--- src/rtl/spi_slave_param_if.sv ---
// rtl/spi_slave_param_if.sv - SPI pin and word-handshake bundle for spi_slave_param
interface spi_slave_param_if #(
  parameter int WIDTH = 8
);
  logic             SCK;
  logic             SSEL;
  logic             MOSI;
  logic             MISO;
  logic             miso_oe;
  logic [WIDTH-1:0] tx_data;
  logic             tx_valid;
  logic             tx_ready;
  logic [WIDTH-1:0] rx_data;
  logic             rx_valid;
  logic             tx_underrun;
  logic             busy;

  modport slave (
    input  SCK, SSEL, MOSI, tx_data, tx_valid,
    output MISO, miso_oe, tx_ready, rx_data, rx_valid, tx_underrun, busy
  );

  modport master (
    output SCK, SSEL, MOSI, tx_data, tx_valid,
    input  MISO, miso_oe, tx_ready, rx_data, rx_valid, tx_underrun, busy
  );
endinterface

--- src/rtl/spi_slave_param.sv ---
// rtl/spi_slave_param.sv - oversampled SPI slave, configurable width/mode/bit order
// with a valid/ready transmit holding register and a one-cycle receive strobe.
module spi_slave_param #(
  parameter int WIDTH     = 8,
  parameter int CPOL      = 0,
  parameter int CPHA      = 0,
  parameter int MSB_FIRST = 1
) (
  input  logic             clk,
  input  logic             rst,
  spi_slave_param_if.slave bus
);
  localparam int            CW       = (WIDTH > 1) ? $clog2(WIDTH) : 1;
  localparam logic [CW-1:0] LAST_BIT = CW'(WIDTH - 1);
  localparam logic          SCK_IDLE = (CPOL != 0);

  typedef enum logic [1:0] {S_ARM, S_IDLE, S_FRAME} state_t;

  state_t           r_state;
  logic [2:0]       r_sck_sync;
  logic [2:0]       r_ssel_sync;
  logic [1:0]       r_mosi_sync;
  logic [1:0]       r_arm_cnt;
  logic [CW-1:0]    r_bit_cnt;
  logic [WIDTH-1:0] r_rx_shift;
  logic [WIDTH-1:0] r_rx_data;
  logic [WIDTH-1:0] r_tx_shift;
  logic [WIDTH-1:0] r_hold;
  logic             r_rx_valid;
  logic             r_tx_underrun;
  logic             r_tx_ready;
  logic             r_miso_oe;

  logic             w_sck_rise, w_sck_fall, w_lead, w_trail;
  logic             w_sample_edge, w_shift_edge;
  logic             w_ssel_fall, w_ssel_rise;
  logic             w_mosi, w_in_frame, w_load, w_shift;
  logic [WIDTH-1:0] w_rx_next;

  assign w_sck_rise    = r_sck_sync[1] & ~r_sck_sync[2];
  assign w_sck_fall    = ~r_sck_sync[1] & r_sck_sync[2];
  assign w_lead        = SCK_IDLE ? w_sck_fall : w_sck_rise;
  assign w_trail       = SCK_IDLE ? w_sck_rise : w_sck_fall;
  assign w_sample_edge = (CPHA != 0) ? w_trail : w_lead;
  assign w_shift_edge  = (CPHA != 0) ? w_lead : w_trail;
  assign w_ssel_fall   = ~r_ssel_sync[1] & r_ssel_sync[2];
  assign w_ssel_rise   = r_ssel_sync[1] & ~r_ssel_sync[2];
  assign w_mosi        = r_mosi_sync[1];
  assign w_in_frame    = (r_state == S_FRAME) && !w_ssel_rise;

  assign w_rx_next = (MSB_FIRST != 0) ? {r_rx_shift[WIDTH-2:0], w_mosi}
                                      : {w_mosi, r_rx_shift[WIDTH-1:1]};

  // A shift edge at counter 0 always starts a new word; CPHA=0 also loads at frame start.
  assign w_load  = ((r_state == S_IDLE) && w_ssel_fall && (CPHA == 0)) ||
                   (w_in_frame && w_shift_edge && (r_bit_cnt == '0));
  assign w_shift = w_in_frame && w_shift_edge && (r_bit_cnt != '0);

  always_ff @(posedge clk) begin
    if (rst) begin
      r_state       <= S_ARM;
      r_sck_sync    <= {3{SCK_IDLE}};
      r_ssel_sync   <= 3'b111;
      r_mosi_sync   <= 2'b00;
      r_arm_cnt     <= 2'd0;
      r_bit_cnt     <= '0;
      r_rx_shift    <= '0;
      r_rx_data     <= '0;
      r_tx_shift    <= '0;
      r_hold        <= '0;
      r_rx_valid    <= 1'b0;
      r_tx_underrun <= 1'b0;
      r_tx_ready    <= 1'b1;
      r_miso_oe     <= 1'b0;
    end else begin
      r_sck_sync    <= {r_sck_sync[1:0], bus.SCK};
      r_ssel_sync   <= {r_ssel_sync[1:0], bus.SSEL};
      r_mosi_sync   <= {r_mosi_sync[0], bus.MOSI};
      r_rx_valid    <= 1'b0;
      r_tx_underrun <= 1'b0;

      case (r_state)
        // Wait until the chain holds only post-reset samples of an inactive SSEL.
        S_ARM: begin
          if (r_arm_cnt != 2'd3) begin
            r_arm_cnt <= r_arm_cnt + 2'd1;
          end else if (&r_ssel_sync) begin
            r_state <= S_IDLE;
          end
        end
        S_IDLE: begin
          if (w_ssel_fall) begin
            r_state   <= S_FRAME;
            r_miso_oe <= 1'b1;
            r_bit_cnt <= '0;
          end
        end
        S_FRAME: begin
          if (w_ssel_rise) begin
            r_state    <= S_IDLE;
            r_miso_oe  <= 1'b0;
            r_bit_cnt  <= '0;
            r_rx_shift <= '0;
          end else if (w_sample_edge) begin
            r_rx_shift <= w_rx_next;
            if (r_bit_cnt == LAST_BIT) begin
              r_bit_cnt  <= '0;
              r_rx_data  <= w_rx_next;
              r_rx_valid <= 1'b1;
            end else begin
              r_bit_cnt <= r_bit_cnt + 1'b1;
            end
          end
        end
        default: r_state <= S_ARM;
      endcase

      if (w_load) begin
        r_tx_shift    <= r_tx_ready ? '0 : r_hold;
        r_tx_underrun <= r_tx_ready;
        r_tx_ready    <= 1'b1;
      end else if (w_shift) begin
        r_tx_shift <= (MSB_FIRST != 0) ? {r_tx_shift[WIDTH-2:0], 1'b0}
                                       : {1'b0, r_tx_shift[WIDTH-1:1]};
      end

      // Accept is judged on the pre-cycle holding state, so it lands after any load.
      if (bus.tx_valid && r_tx_ready) begin
        r_hold     <= bus.tx_data;
        r_tx_ready <= 1'b0;
      end
    end
  end

  assign bus.MISO        = (MSB_FIRST != 0) ? r_tx_shift[WIDTH-1] : r_tx_shift[0];
  assign bus.miso_oe     = r_miso_oe;
  assign bus.busy        = r_miso_oe;
  assign bus.tx_ready    = r_tx_ready;
  assign bus.rx_data     = r_rx_data;
  assign bus.rx_valid    = r_rx_valid;
  assign bus.tx_underrun = r_tx_underrun;
endmodule

--- src/flat_wrapper.sv ---
// flat-port wrapper written by rule: the top's interface ports become plain ports
module spi_slave_param_flat 
#(
  parameter int WIDTH     = 8,
  parameter int CPOL      = 0,
  parameter int CPHA      = 0,
  parameter int MSB_FIRST = 1
)
  (clk, rst, bus_SCK, bus_SSEL, bus_MOSI, bus_tx_data, bus_tx_valid, bus_MISO, bus_miso_oe, bus_tx_ready, bus_rx_data, bus_rx_valid, bus_tx_underrun, bus_busy);
  spi_slave_param_if #(.WIDTH(WIDTH)) bus_i ();
  input  logic clk;
  input  logic rst;
  input wire logic [$bits(bus_i.SCK)-1:0] bus_SCK;
  input wire logic [$bits(bus_i.SSEL)-1:0] bus_SSEL;
  input wire logic [$bits(bus_i.MOSI)-1:0] bus_MOSI;
  input wire logic [$bits(bus_i.tx_data)-1:0] bus_tx_data;
  input wire logic [$bits(bus_i.tx_valid)-1:0] bus_tx_valid;
  output wire logic [$bits(bus_i.MISO)-1:0] bus_MISO;
  output wire logic [$bits(bus_i.miso_oe)-1:0] bus_miso_oe;
  output wire logic [$bits(bus_i.tx_ready)-1:0] bus_tx_ready;
  output wire logic [$bits(bus_i.rx_data)-1:0] bus_rx_data;
  output wire logic [$bits(bus_i.rx_valid)-1:0] bus_rx_valid;
  output wire logic [$bits(bus_i.tx_underrun)-1:0] bus_tx_underrun;
  output wire logic [$bits(bus_i.busy)-1:0] bus_busy;
  assign bus_i.SCK = bus_SCK;
  assign bus_i.SSEL = bus_SSEL;
  assign bus_i.MOSI = bus_MOSI;
  assign bus_i.tx_data = bus_tx_data;
  assign bus_i.tx_valid = bus_tx_valid;
  assign bus_MISO = bus_i.MISO;
  assign bus_miso_oe = bus_i.miso_oe;
  assign bus_tx_ready = bus_i.tx_ready;
  assign bus_rx_data = bus_i.rx_data;
  assign bus_rx_valid = bus_i.rx_valid;
  assign bus_tx_underrun = bus_i.tx_underrun;
  assign bus_busy = bus_i.busy;
  spi_slave_param #(.WIDTH(WIDTH), .CPOL(CPOL), .CPHA(CPHA), .MSB_FIRST(MSB_FIRST)) u_core (.clk(clk), .rst(rst), .bus(bus_i));
endmodule
--- config.mk ---
export PLATFORM = sky130hd
export DESIGN_NAME = spi_slave_param_flat
export DESIGN_NICKNAME = d
export VERILOG_FILES = /design/src/rtl/spi_slave_param_if.sv /design/src/rtl/spi_slave_param.sv /design/src/flat_wrapper.sv
export SDC_FILE = /design/constraint.sdc
export NUM_CORES = 1
export LEC_CHECK = 0
export BUFFER_PORTS_ARGS = -buffer_cell sky130_fd_sc_hd__clkbuf_2
export CAP_MARGIN = 40
export CORE_UTILIZATION = 56
export CTS_CLUSTER_SIZE = 40
export DETAILED_ROUTE_END_ITERATION = 16
export GPL_TIMING_DRIVEN = 1
export PLACE_DENSITY = 0.88
export SETUP_SLACK_MARGIN = 0.15
export SYNTH_ARGS = -nofsm -noshare
export SYNTH_HDL_FRONTEND = slang
export SYNTH_SLANG_ARGS = --single-unit
--- constraint.sdc ---
create_clock -name clk -period 2.2 [get_ports clk]
set_input_delay 0.22 -clock clk [delete_from_list [all_inputs] [get_ports clk]]
set_output_delay 0.22 -clock clk [all_outputs]
set_load 0.02 [all_outputs]
# [After elaboration in Yosys (flattened, before gate mapping)]
# Index checks and enable logic that the tools add are counted.
# W data, S select, Z words.
[totals] out_inout_bits=14 word_cells=82 regBits=50 in_bits=14
[classes] bitwise_logic=12 n_mux=21 n_eq_ne=9 n_reduce_logical=24 n_addsub=2
[ops] cell="$mux W8" count=3
[ops] cell="$mux W7" count=2
[ops] cell="$mux W3" count=4
[ops] cell="$reduce_and A3 Y1" count=3
[ops] cell="$mux W2" count=4
[ops] cell="$not A1 Y1" count=8
[ops] cell="$reduce_and A4 Y1" count=2
[ops] cell="$reduce_bool A2 Y1" count=4
[ops] cell="$logic_and A1 B1 Y1" count=6
[ops] cell="$ne A2 B1 Y1 const B" count=3
[ops] cell="$pmux W2 S3" count=1
[ops] cell="$pmux W3 S2" count=1
[ops] cell="$mux W1" count=5
[ops] cell="$and A1 B1 Y1" count=4
[ops] cell="$ne A2 B2 Y1 const B" count=2
[ops] cell="$reduce_and A2 Y1" count=2
[ops] cell="$reduce_or A4 Y1" count=1
[ops] cell="$add A3 B1 Y3 const B" count=1
[ops] cell="$eq A3 B3 Y1 const B" count=1
[ops] cell="$logic_not A3 Y1" count=1
[ops] cell="$ne A3 B1 Y1 const B" count=1
[ops] cell="$reduce_bool A3 Y1" count=1
[ops] cell="$add A2 B1 Y2 const B" count=1
[ops] cell="$eq A2 B1 Y1 const B" count=1
[ops] cell="other kinds (6)" count=6

# [Logic depth before layout (Yosys ltp)]
# Gate-level depths: netlist (run 1).
[depth] depth_word=9 ltp_mapped=8 depth_no_buf=6

# [Worst setup path after synthesis (run 1)]
# OpenSTA, ideal clock, no wires.
[synth_timing] path_type="flip-flop to flip-flop" start="reg u_core.r_state[0]" end="reg u_core.r_tx_shift[0]" slack_ns=0.453 path_stages_with_launch=8 arrival_time_ns=1.678 setup_ns=0.069 n_path_buf=1 synth_period_minus_slack_ns=1.747 cell_sequence="dfxtp_1 -> inv_1 -> ha_1 -> buf_6 -> nand3b_4 -> o41a_1 -> or4b_1 -> o21ai_1"
[synth_between] elab_chain_len=6 word_cells_on_any_way=10 classes_between="eq/ne: 2; mux: 1; reduce/logical: 7"
[synth_lines] item="start, declared" line="spi_slave_param.sv:19" text="state_t r_state;"
[synth_lines] item="start signal, assigned" line="spi_slave_param.sv:61" text="r_state <= S_ARM;"
[synth_lines] item="start signal, assigned" line="spi_slave_param.sv:88" text="r_state <= S_IDLE;"
[synth_lines] item="start signal, assigned" line="spi_slave_param.sv:93" text="r_state <= S_FRAME;"
[synth_lines] item="$eq A2 B2 Y1" line="spi_slave_param.sv:49" text="assign w_in_frame = (r_state == S_FRAME) && !w_ssel_rise;"
[synth_lines] item="$logic_and A1 B1 Y1" line="spi_slave_param.sv:49"
[synth_lines] item="$logic_and A1 B1 Y1" line="spi_slave_param.sv:56, spi_slave_param.sv:57"
[synth_lines] item="$logic_and A1 B1 Y1" line="spi_slave_param.sv:56" text="(w_in_frame && w_shift_edge && (r_bit_cnt == '0));"
[synth_lines] item="$logic_or A1 B1 Y1" line="spi_slave_param.sv:55" text="assign w_load = ((r_state == S_IDLE) && w_ssel_fall && (CPHA == 0)) ||"
[synth_lines] item="$mux W8 or $reduce_bool A2 Y1 (tied branches)"
[synth_lines] item="end signal, assigned" line="spi_slave_param.sv:119" text="r_tx_shift <= r_tx_ready ? '0 : r_hold;"
[synth_lines] item="end signal, assigned" line="spi_slave_param.sv:123" text="r_tx_shift <= (MSB_FIRST != 0) ? {r_tx_shift[WIDTH-2:0], 1'b0}"
[synth_lines] item="end, declared" line="spi_slave_param.sv:27" text="logic [WIDTH-1:0] r_tx_shift;"
# Parallel ways exist; a longest one is shown, timed or not.
# A chain may end at the register's enable or synchronous reset.

# [Worst setup path in the final report (run 1)]
# Same ends and word-level chain as after synthesis.

==> metrics.txt, run 1 <==
status=finished clean; DR vias=around 1600; Reg clk slew, reported paths=between 0.1 and 0.15 ns; H-tree depth=2; vias in the first global route=1541; final wirelength=3.867 mm; Switching Share=26.63%; simple-gate portion of the synthesized area=23.85%; largest net degree at the start of global routing=29; Post-Place Cells=290; final worst-path cycle share=86.59%; n_diodes=0; FF+latch area=about 1000 um2; slowest cell on the critical path=or4b_1; Yosys warnings=0; core area=roughly 3400 um2; Max Buffers Root-to-Sink=2; Max-cap violations=0; relative slew slack=58.62%; Max VDD drop=roughly 0.57 mV; Initial DRT Pass Iterations=4; number of synthesized flops with an enable pin=0; area delta synth->final=12.72%; Root Buffer=clkbuf_4; cell family with most CP delay=simple AND/OR/NAND/NOR gates; Power Internal=0.001489 W; fraction of power consumed by sequential logic=49.9%; initial core utilization=59.89%; Post-Synthesis Net Count=250; RSZ-0062 raised after global routing=false; total CTS buffers=5; fin crit period=1.905 ns; Die Area=3899 um2; P_sw=0.0005402 W; compound-cell area share of the yosys netlist=between 15 and 20%; Routed Antenna Nets=0; Post-Place Worst Slack=about 0.24 ns; placed instance area=2195 um2; CTS tree=yes; Req. time, crit path=around 2.5 ns; layout cell share with drive strength beyond 1=roughly 18%; pwr dens=879.8 nW/um2; Worst Setup End Kind=flip-flop; sequential share of the synthesized area=48.93%; Final Wtd Congestion=0.7574; actual slew at the worst max-slew pin=between 0.6 and 0.7 ns; asr flop ratio synth=0%; Multi-input gate area=972.2 um2; commonest non-fill, non-tap cell in the layout=dfxtp_1; worst min path class=primary input to flip-flop; most frequent cells in the layout=dfxtp_1, clkbuf_2, nand2_1, nor2_1, a21oi_1; Worst Setup Start Kind=flip-flop; worst-path maximum fanout=9; Synth Register Bits=50; Util after Layout=between 60% and 70%; Crit Path Category=flip-flop to flip-flop; Syn Area/Cell=9.012 um2; leakage power=0.9454 nW; Setup TNS=0 ns; Peak Freq=524.9 MHz; Finish-stage setup viols=0; site row count=21; chip height=62.44 um; Die Wd=62.44 um; GRT Total Usage=21.51%; Filler cells=approximately 290; combinational power share=18.4%; Final WS setup=between 0.2 and 0.3 ns; dpl hpwl=2.705 mm; Initial DRC Count=106; num ports=28; post-DR vias/cell=~5.5; post-synthesis mux area share=1.529%; initial antenna violation count=0; first-pass GRT wire length=~6.7 mm; dominant synthesized flop cell=dfxtp_1; CP arrival=2.21 ns; Max Slew Vio Count=0; clk sink count=50; clk_lat worst skew=~0.36 ns; DR WL/cell=12.98 um; Buffers & Inverters on Critical Path=1; final non-filler cell total=298; Syn Inst Count=227; final hold violation count=0; final instance area=2306 um2; I/O Buffers=27; GRT overflow=0; Synth Area in XOR/XNOR=0.4281%; Clock power frac=31.7%; area share of fa/ha/maj cells after synthesis=5.505%; Syn Std Cell Area=2046 um2; fin nets=approximately 270; drt drc=0; max incr delay on CP=approximately 0.48 ns; Cell Chain, Critical Path=inv_1 -> ha_2 -> nand3b_4 -> o41a_1 -> or4b_1 -> o21ai_1; largest family of logic cells by synthesized area=simple AND/OR/NAND/NOR gates; Cell variety after synth=41; Clock Skew=slightly above 0.01 ns
metal layers:
layer	routed length [um]	track usage (%)	share of wire (%)
met5	0	0	0
met4	17	4.360	0.44
met3	166	5.109	4.3
met2	1895	39.27	49
met1	1787	25.40	46
synth_stat cells, types with 3 or more instances:
cell type,number,share of area (%)
or2_2,3,0.92
a22oi_1,7,2.6
ha_1,9,5.5
a221oi_1,6,2.6
nor3_1,7,1.7
nand2_1,26,4.8
nor2_1,24,4.4
a21oi_1,22,5.4
clkbuf_1,7,1.3
dfxtp_1,50,49
o21ai_0,4,0.98
inv_1,5,0.92
nand2b_1,5,1.5
nor2b_1,9,2.8
nand3_1,11,2.7
flip-flops by register name, summed over array words and instances, names as in the netlist:
name,flops
u_core.bus.tx_ready,1
u_core.r_hold,8
u_core.bus.busy,1
u_core.r_bit_cnt,3
u_core.r_rx_shift,7
u_core.r_tx_shift,8
u_core.r_ssel_sync,3
u_core.bus.rx_valid,1
u_core.r_mosi_sync,2
u_core.bus.tx_underrun,1
u_core.r_arm_cnt,2
u_core.r_sck_sync,3
u_core.bus.rx_data,8
u_core.r_state,2
path summary, 6_finish.rpt:
path                                                     endpoint  slack (ns)  cells past startpoint                        startpoint
worst max-delay path            u_core.r_tx_shift[0]$_SDFFE_PP0P_        0.29                      6    u_core.r_state[0]$_SDFFE_PP0P_
worst min-delay path             u_core.r_ssel_sync[0]$_SDFF_PP1_        0.04                      2                          bus_SSEL
worst max register to register  u_core.r_tx_shift[0]$_SDFFE_PP0P_        0.29                      6    u_core.r_state[0]$_SDFFE_PP0P_
worst min register to register   u_core.r_mosi_sync[1]$_SDFF_PP0_        0.47                      1  u_core.r_mosi_sync[0]$_SDFF_PP0_
power groups by stage:
stage / clock, W / sequential [W] / combinational (W)
after detailed placement: 0 / 0.00103 / 0.000369
after floorplan: 0 / 0.00103 / 0.000285
final: 0.000643 / 0.00101 / 0.000373
after global routing: 0.000688 / 0.00102 / 0.000418
after CTS: 0.000652 / 0.00101 / 0.000374
after global placement: 0 / 0.00103 / 0.000356
layout make-up:
cell class                      count  area share [%]
Clock buffer                        5           1.628
Clock inverter                      3           2.984
Inverter                            5          0.8139
Multi-Input combinational cell    160           42.16
Sequential cell                    50           43.41
Tap cell                           46           2.496
Timing Repair Buffer               29           6.511
kinds of logic (layout without fill, tap and decap cells):
logic type	count (synthesis)	count (layout)
AOI/OAI and AO/OA	50	50
xor gates and xnor gates	1	1
adders and majority gates	9	9
buffers and inverters	17	42
DFF	50	50
muxes	3	3
and+or+nand+nor	97	97
worst reg2reg max path, delay by kind of cell, from the launching register on:
| family | cells | cell delay (ns) |
|---|---|---|
| and+or+nand+nor | 2 | 0.59 |
| AOI/OAI and AO/OA | 2 | 0.49 |
| DFF | 1 | 0.36 |
| adders and majority gates | 1 | 0.30 |
| buffers and inverters | 1 | 0.12 |
through the flow:
stage / power, W / hold WS, ns
detailed placement: 0.001401 / 0.4087
global placement: 0.001385 / 0.4035
CTS: 0.002038 / 0.02620
finish: 0.002029 / 0.03641
floorplan: 0.001320 / 0.3238
global route: 0.002127 / 0.02340
timing repair:
item | CTS | global route
endpoints found under the hold margin | 0 | 0
gates resized for setup | 0 | 2
buffers inserted | 0 | 0
hold buffers | 0 | 0
setup endpoints to repair | 0 | 2
No activity file was read; power rests on OpenSTA's default activity.
==> run 2, diff against run 1 <==
- BUFFER_PORTS_ARGS: -buffer_cell sky130_fd_sc_hd__clkbuf_2 -> not set
- CORE_UTILIZATION: 56 -> 61
- DONT_BUFFER_PORTS: not set -> 1
- PLACE_DENSITY: 0.88 -> 0.87
==> run 2 against run 1 <==
Effect of this change: die area decreased by 7.9%; non-clock buffer count is 15 lower; fmax is 3.3% lower; register-to-register slack worse by 0.06 ns; utilization increased by 4.7 points; sequential power is essentially flat; worst hold slack worse by 0.026 ns; wire length down 1.5%; sequential share of layout area is 0.89 points higher; final area shrank 2.0%; power shrank 9.4%.
==> metrics.txt, run 2 (synthesis gave the netlist of run 1 again) <==
status=finished clean; CTS tree=yes; core area=around 3100 um2; H-tree depth=2; Max Buffers Root-to-Sink=2; clk sink count=50; I/O Buffers=0; area delta synth->final=10.46%; postcts setup bufs=0; pwr dens=813.4 nW/um2; Post-Place Cells=260; Max VDD drop=0.4758 mV; chip height=between 50 and 60 um; GRT overflow=0; Peak Freq=507.8 MHz; Die Area=between 3000 and 4000 um2; Worst Setup Start Kind=flip-flop; DR vias=~1600; Util after Layout=72.24%; Die Wd=59.91 um; worst-path maximum fanout=9; largest net degree at the start of global routing=48; max incr delay on CP=just under 0.5 ns; cell family with most CP delay=simple AND/OR/NAND/NOR gates; FF+latch area=between 1000 and 1500 um2; actual slew at the worst max-slew pin=0.5835 ns; dpl hpwl=2.321 mm; initial antenna violation count=0; grt peak-use layer=met2; Max Slew Vio Count=0; DR WL/cell=13.55 um; final wirelength=3.808 mm; num ports=28; post-DR vias/cell=5.769; met2 Usage GRT=37.62%; fin crit period=around 2.0 ns; placed instance area=roughly 2000 um2; drt drc=0; GR met1 Demand/Resource=29.25%; final instance area=roughly 2300 um2; Crit Path Category=flip-flop to flip-flop; GRT Total Usage=around 23%; fin nets=259; leakage power=0.8620 nW; R2R Setup Slk=0.23 ns; Routed Antenna Nets=0; Initial DRC Count=89; Final Wtd Congestion=0.7449; Initial DRT Pass Iterations=4; final hold violation count=0; relative slew slack=61.10%; Buffers & Inverters on Critical Path=1; clk_lat worst skew=approximately 0.38 ns; Filler cells=234; most frequent cells in the layout=dfxtp_1, nand2_1, nor2_1, a21oi_1, dlygate4sd3_1; Setup TNS=0 ns; Clock Skew=0.01137 ns; layout cell share with drive strength beyond 1=7.595%; vias in the first global route=1450; RSZ-0062 raised after global routing=false; total CTS buffers=5; worst min path class=primary input to flip-flop; commonest non-fill, non-tap cell in the layout=dfxtp_1; Req. time, crit path=between 2 and 3 ns; final worst-path cycle share=approximately nine tenths; Cell Chain, Critical Path=inv_1 -> ha_2 -> nand3b_4 -> o41a_1 -> or4b_1 -> o21ai_1; initial core utilization=~65%; Finish-stage setup viols=0; Max-cap violations=0; final non-filler cell total=281; Multi-input gate area=about 970 um2; met3 Use GR=6.494%; slowest cell on the critical path=or4b_1; n_diodes=0; site row count=20; first-pass GRT wire length=6.154 mm; Worst Setup End Kind=flip-flop; CP arrival=2.29 ns; Reg clk slew, reported paths=0.15 ns; Root Buffer=clkbuf_4
==> run 2: final timing paths <==
kind                                                      start                           endpoint  cells past startpoint
worst max-delay path             u_core.r_state[0]$_SDFFE_PP0P_  u_core.r_tx_shift[0]$_SDFFE_PP0P_                      6
worst min-delay path                                        rst     u_core.r_state[1]$_SDFFE_PP0P_                      2
worst max register to register   u_core.r_state[0]$_SDFFE_PP0P_  u_core.r_tx_shift[0]$_SDFFE_PP0P_                      6
worst min register to register  u_core.r_sck_sync[0]$_SDFF_PP0_    u_core.r_sck_sync[1]$_SDFF_PP0_                      1
==> run 2: final cells by class <==
type / instances / share of cell area, %
flip-flops and latches: 50 / 44.30
multi-input cells: 160 / 42.91
repair buffers: 14 / 6.534
well taps: 44 / 2.436
clock buffers: 6 / 2.270
inverters: 5 / 0.8306
clock inverters: 2 / 0.7198
==> run 2: report_power, final <==
group / switching (W) / total, W / internal, W
clock: 0.000305 / 0.000466 / 0.000160
sequential: 0.0000695 / 0.00104 / 0.000967
combinational: 0.000173 / 0.000336 / 0.000163
==> run 2: timing repair <==
| action | CTS | global route |
|---|---|---|
| hold endpoints to repair | 47 | 0 |
| gates resized for setup | 0 | 1 |
| hold buffers | 13 | 0 |
| setup endpoints to repair | 0 | 1 |
==> run 2: layer usage <==
layer | vias to the layer above | part of all wire (%)
met4 | 0 | 1.4
met1 | 769 | 48
met2 | 35 | 46
li1 | 810 | -
met5 | - | 0
met3 | 7 | 4.0
==> run 2: stage by stage <==
| stage | hold slack (ns) | power, W | setup WS, ns |
|---|---|---|---|
| floorplan | 0.3238 | 0.001320 | 0.4532 |
| global placement | 0.2949 | 0.001344 | 0.3337 |
| detailed placement | 0.2969 | 0.001356 | 0.2342 |
| CTS | 0.01120 | 0.001835 | 0.1773 |
| global route | 0.01873 | 0.001929 | 0.1188 |
| finish | 0.01001 | 0.001838 | 0.2307 |
